$ cat src/rtl/move_link_receiver.sv
// Receive end of the inter-board move link.
// Recovers FRAME_BITS-wide column moves shifted in MSB-first on an
// asynchronous link clock. Each bit is qualified by the peer's ready line.
// Frames are buffered in a small FIFO. The FIFO is presented to the Nios PIO
// as a valid/accept head, plus a toggle line that inverts on every committed
// frame.
module move_link_receiver #(
  parameter int FRAME_BITS     = 4,
  parameter int FIFO_DEPTH     = 2,
  parameter int TIMEOUT_CYCLES = 1048576
) (
  input  logic                  clock,
  input  logic                  reset_active_low,
  input  logic                  link_clock,
  input  logic                  RX_data,
  input  logic                  RX_ready,
  input  logic                  enable,
  output logic [FRAME_BITS-1:0] move_data,
  output logic                  move_valid,
  input  logic                  move_accept,
  output logic                  move_toggle,
  output logic [2:0]            bits_pending,
  output logic                  overflow,
  output logic                  frame_error,
  input  logic                  clear_errors
);

  localparam int            AW         = $clog2(FIFO_DEPTH);
  localparam int            TW         = $clog2(TIMEOUT_CYCLES) + 1;
  localparam logic [TW-1:0] TIMER_LAST = TW'(TIMEOUT_CYCLES - 1);
  localparam logic [2:0]    LAST_BIT   = 3'(FRAME_BITS - 1);

  typedef enum logic {IDLE, RECV} state_t;

  // Internal reset: asserts immediately with the pin and releases two clocks
  // after the pin releases, so no flop sees a release close to a clock edge.
  logic rst_meta;
  logic rst_n;

  // Reset synchronizer.
  always_ff @(posedge clock or negedge reset_active_low) begin
    if (!reset_active_low) begin
      rst_meta <= 1'b0;
      rst_n    <= 1'b0;
    end else begin
      rst_meta <= 1'b1;
      rst_n    <= rst_meta;
    end
  end

  // Bit [0] is the metastability flop, [1] the synced value, [2] the history.
  logic [2:0] link_sync;
  logic [2:0] data_sync;
  logic [2:0] ready_sync;

  // Two-flop synchronizers plus one history stage on all link inputs.
  always_ff @(posedge clock or negedge rst_n) begin
    if (!rst_n) begin
      link_sync  <= '0;
      data_sync  <= '0;
      ready_sync <= '0;
    end else begin
      link_sync  <= {link_sync[1:0], link_clock};
      data_sync  <= {data_sync[1:0], RX_data};
      ready_sync <= {ready_sync[1:0], RX_ready};
    end
  end

  // Data and ready are taken from the history stage. These are the values
  // held just before the edge, so the peer's post-edge update cannot race
  // the sample.
  logic link_edge;
  logic data_bit;
  logic ready_bit;
  assign link_edge = link_sync[1] & ~link_sync[2];
  assign data_bit  = data_sync[2];
  assign ready_bit = ready_sync[2];

  state_t                state;
  logic [FRAME_BITS-1:0] shift_reg;
  logic [FRAME_BITS:0]   shift_wide;
  logic [TW-1:0]         timer;
  logic                  push_req;
  logic [FRAME_BITS-1:0] push_data;

  assign shift_wide = {shift_reg, data_bit};

  // Frame assembly FSM. It handles bit shifting, framing errors and the
  // mid-frame timeout. It produces a one-cycle push request for the FIFO.
  always_ff @(posedge clock or negedge rst_n) begin
    if (!rst_n) begin
      state        <= IDLE;
      shift_reg    <= '0;
      bits_pending <= '0;
      timer        <= '0;
      push_req     <= 1'b0;
      push_data    <= '0;
      frame_error  <= 1'b0;
    end else begin
      push_req <= 1'b0;
      // A clear is overridden by an error event later in this block.
      if (clear_errors) frame_error <= 1'b0;
      case (state)
        IDLE: begin
          timer <= '0;
          if (enable && link_edge && ready_bit) begin
            if (LAST_BIT == 3'd0) begin
              push_req  <= 1'b1;
              push_data <= shift_wide[FRAME_BITS-1:0];
              shift_reg <= '0;
            end else begin
              shift_reg    <= shift_wide[FRAME_BITS-1:0];
              bits_pending <= 3'd1;
              state        <= RECV;
            end
          end
        end
        RECV: begin
          if (!enable) begin
            shift_reg    <= '0;
            bits_pending <= '0;
            timer        <= '0;
            state        <= IDLE;
          end else if (link_edge && ready_bit) begin
            timer <= '0;
            if (bits_pending == LAST_BIT) begin
              push_req     <= 1'b1;
              push_data    <= shift_wide[FRAME_BITS-1:0];
              shift_reg    <= '0;
              bits_pending <= '0;
              state        <= IDLE;
            end else begin
              shift_reg    <= shift_wide[FRAME_BITS-1:0];
              bits_pending <= bits_pending + 3'd1;
            end
          end else if (link_edge || (timer == TIMER_LAST)) begin
            frame_error  <= 1'b1;
            shift_reg    <= '0;
            bits_pending <= '0;
            timer        <= '0;
            state        <= IDLE;
          end else begin
            timer <= timer + TW'(1);
          end
        end
      endcase
    end
  end

  logic [FRAME_BITS-1:0] mem [FIFO_DEPTH];
  logic [AW:0]           wr_ptr;
  logic [AW:0]           rd_ptr;
  logic [AW:0]           wr_next;
  logic [AW:0]           rd_next;
  logic                  full;
  logic                  do_pop;
  logic                  do_push;
  logic                  drop;
  logic [FRAME_BITS-1:0] head_next;

  assign full    = (wr_ptr[AW] != rd_ptr[AW]) && (wr_ptr[AW-1:0] == rd_ptr[AW-1:0]);
  assign do_pop  = move_valid && move_accept;
  assign do_push = push_req && (!full || do_pop);
  assign drop    = push_req && full && !do_pop;

  // Next pointers and next head value. The head is registered, so the PIO
  // never sees a combinational path from the link or from move_accept.
  always_comb begin
    rd_next   = rd_ptr + (AW + 1)'(do_pop);
    wr_next   = wr_ptr + (AW + 1)'(do_push);
    head_next = '0;
    if (rd_next != wr_next) begin
      if (do_push && (rd_next == wr_ptr)) head_next = push_data;
      else                                head_next = mem[rd_next[AW-1:0]];
    end
  end

  // FIFO storage, pointers, head register, toggle and overflow flag.
  always_ff @(posedge clock or negedge rst_n) begin
    if (!rst_n) begin
      for (int i = 0; i < FIFO_DEPTH; i++) mem[i] <= '0;
      wr_ptr      <= '0;
      rd_ptr      <= '0;
      move_data   <= '0;
      move_valid  <= 1'b0;
      move_toggle <= 1'b0;
      overflow    <= 1'b0;
    end else begin
      if (do_push) mem[wr_ptr[AW-1:0]] <= push_data;
      wr_ptr      <= wr_next;
      rd_ptr      <= rd_next;
      move_data   <= head_next;
      move_valid  <= (rd_next != wr_next);
      move_toggle <= move_toggle ^ do_push;
      if (drop)              overflow <= 1'b1;
      else if (clear_errors) overflow <= 1'b0;
    end
  end

endmodule

$ cat config.mk
export PLATFORM = sky130hd
export DESIGN_NAME = move_link_receiver
export DESIGN_NICKNAME = d
export VERILOG_FILES = /design/src/rtl/move_link_receiver.sv
export SDC_FILE = /design/constraint.sdc
export NUM_CORES = 1
export LEC_CHECK = 0
export CORE_MARGIN = 4
export CORE_UTILIZATION = 55
export CTS_CLUSTER_SIZE = 30
export DETAILED_ROUTE_END_ITERATION = 12
export PLACE_DENSITY_LB_ADDON = 0.15
export REMOVE_ABC_BUFFERS = 1
export SYNTH_ARGS = -nofsm -noshare
export SYNTH_HDL_FRONTEND = slang
export SYNTH_SLANG_ARGS = --single-unit
$ cat constraint.sdc
create_clock -name clock -period 5.15 [get_ports clock]
set_input_delay 0.7725 -clock clock [delete_from_list [all_inputs] [get_ports clock]]
set_output_delay 0.7725 -clock clock [all_outputs]
set_load 0.01 [all_outputs]
==> metrics.txt <==
die footprint 6100 sq um; sequential area share after synthesis 59.2%; Adder-Cell Fraction of Synth Area 2.31%; Crit Path Category in2reg; Post-CTS Setup Inserts 0; Synth area leaders dfrtp_1 59%, mux2_2 5.0%, xnor2_1 4.2%; Commonest cells post-synth 64 x dfrtp_1, 25 x nor2_1, 16 x nand2_1; Final nets 268; combinational family with the most area after synthesis simple AND/OR/NAND/NOR gates; Main synth FF type dfrtp_1; area growth from synthesis to layout 15.3%; Clock Skew 0.00748 ns; count leader, synth dfrtp_1; post-synthesis async set-or-reset flop share 100%; CP max FO 5; Max rail drop VDD 0.164 mV; pins over their slew limit 0; maximum buffer depth of the clock tree 2; first-iteration detailed-routing DRC count 86; outcome finished clean; Crit. End Element register; Period minus WS final 3.04 ns; fillers 379; htree depth 3; biggest regs timer x21, mem x8; Crit path required time 5.37 ns; CTS tree yes; Seq cells post-synth 64; CP startpoint kind primary input; proportion of synthesized area in mux cells 7.59%; number of flip-flops in the largest register 21; Detail Route Antenna Nets 0; Synth Area in Compound Gates 4.67%; drt total wl 4.13 mm; # IOs 19; Warnings, synthesis 0; met3 routed WL 211 um; chip height 78.1 um; Routability Congestion 0.763; num rows 25; n_diodes 0; Pwr Density 341 nW/um^2; post-synthesis xor/xnor area fraction 8.42%; layout cells sized above 1 15.0%; post-DR wirelength/cell 12.6 um; DR vias 1634; Yosys top cell by area dfrtp_1; Top Layer Used met4; Setup TNS Final 0 ns; 1st-pass router iterations 4; vias in the first global route 1581; Worst-Margin Slew 0.762 ns; width of the die 78.1 um; PnR worst setup slack 2.11 ns; synthesized area per cell 11.8 sq um; final hold violations 0; Post-synth EDFFs 0; DRT met1 WL 2.07 mm; routed vias/inst 5.00; area occupied by registers 1600 sq um; area occupied by multi-input gates 1040 sq um; global-route usage over all layers 15.9%; residual DRC count 0; Worst-Skew Late Latency 0.33 ns; clock tree root driver cell clkbuf_8; maxcap violations 0; Starting Density 56.9%; Tightest Hold Check Type reg2reg; gr ovfl total 0; final worst-path cycle share 59.1%; Reg clk slew, reported paths 0.06 ns; largest net degree at the start of global routing 63; post-cts resize count 0; Unique masters post-synth 38; CORE AREA 4750 sq um; dpl ws 1.81 ns; arrival time at the worst endpoint 3.27 ns; Synth Cell Area 2710 sq um; first-pass GRT wire length 7.35 mm; total clock buffers created by CTS 9; Rel. slew slack 49.2%; Most flops, register timer; initial antenna violation count 0; met2 WL 1.75 mm; TritonCTS Sinks 64; setup repair after global routing missed its margin no; Hold-fix buffers, CTS 0; DPL Wire Length 2.82 mm; Max Freq 328 MHz; top cell type's share of synthesized area 59.2%; Setup violations, final 0; Post-Syn Instances 229; Post-Synth Simple-Gate Area 15.2%; Leak 1.41 nW; port buffer count 18
==> stage by stage <==
step | power [W] | hold WS, ns | util, % | instances | cell area [sq um]
final | 0.00106 | 0.346 | 65.6 | 327 | 3120
after global routing | 0.00113 | 0.352 | 65.6 | 327 | 3120
after CTS | 0.00108 | 0.347 | 65.6 | 327 | 3120
after detailed placement | 0.000728 | 0.336 | 62.3 | 311 | 2960
after global placement | 0.000725 | 0.335 | 62.3 | 311 | 2960
after floorplan | 0.000681 | 0.331 | - | 225 | 2690
==> power by group <==
group          internal, W  total (W)  switching [W]
Combinational    0.0000706   0.000163      0.0000923
Clock             0.000172   0.000346       0.000173
Sequential        0.000534   0.000554      0.0000206
==> worst paths after layout <==
check | end | slack [ns] | startpoint | depth (start not counted)
min | ready_sync[2] | 0.35 | ready_sync[1] | 0
max in group asynchronous | timer[20] | 4.23 | rst_n | 1
max | move_data[2] | 2.11 | move_accept | 10
min reg2reg | ready_sync[2] | 0.35 | ready_sync[1] | 0
max reg2reg | move_data[2] | 2.50 | wr_ptr[0] | 9
min in group asynchronous | mem[1] | 0.42 | rst_n | 1
==> area by class of cell <==
class                      count  share of cell area (%)
multi-input combinational    148                    33.3
sequential                    64                    51.4
timing repair buffer          19                    6.02
clock inverter                 4                   0.722
tap                           67                    2.69
inverter                      13                    1.57
clock buffer                  12                    4.33
==> critical path, stage by stage <==
cell and delay, ns:
clkdlybuf4s50_1 0.40, and2_1 0.16, o31ai_1 0.52, inv_1 0.14
ha_1 0.30, xor2_1 0.26, xnor2_1 0.11, nor2_2 0.22
inv_1 0.14, a31o_2 0.25
==> kinds of logic (layout without fill, tap and decap cells) <==
family | Yosys count | after routing
and+or+nand+nor | 81 | 81
DFF | 64 | 64
xor gates and xnor gates | 26 | 26
muxes | 19 | 19
buffers and inverters | 17 | 48
AOI/OAI and AO/OA | 16 | 16
adders and majority gates | 5 | 5
other | 1 | 1
==> layer usage <==
layer	GRT usage, %	vias to the layer above
met5	0	-
met4	9.97	0
met3	5.96	7
met2	21.5	31
met1	21.6	770
li1	-	826
==> layout by cell type (no fill, tap or decap), types with 3 or more instances in the layout <==
cell | netlist | layout
a31o_2 | 4 | 4
and2_1 | 3 | 3
and3_1 | 3 | 3
clkbuf_1 | 1 | 3
clkbuf_8 | 0 | 9
clkdlybuf4s50_1 | 0 | 18
clkinv_2 | 0 | 3
dfrtp_1 | 64 | 63
ha_1 | 5 | 5
inv_1 | 13 | 13
mux2_2 | 12 | 12
mux2i_1 | 7 | 7
nand2_1 | 16 | 16
nand3_1 | 9 | 9
nand4_1 | 4 | 4
nor2_1 | 25 | 25
nor3_1 | 8 | 8
xnor2_1 | 13 | 13
xor2_1 | 13 | 13
(Power assumes the default switching activity.)
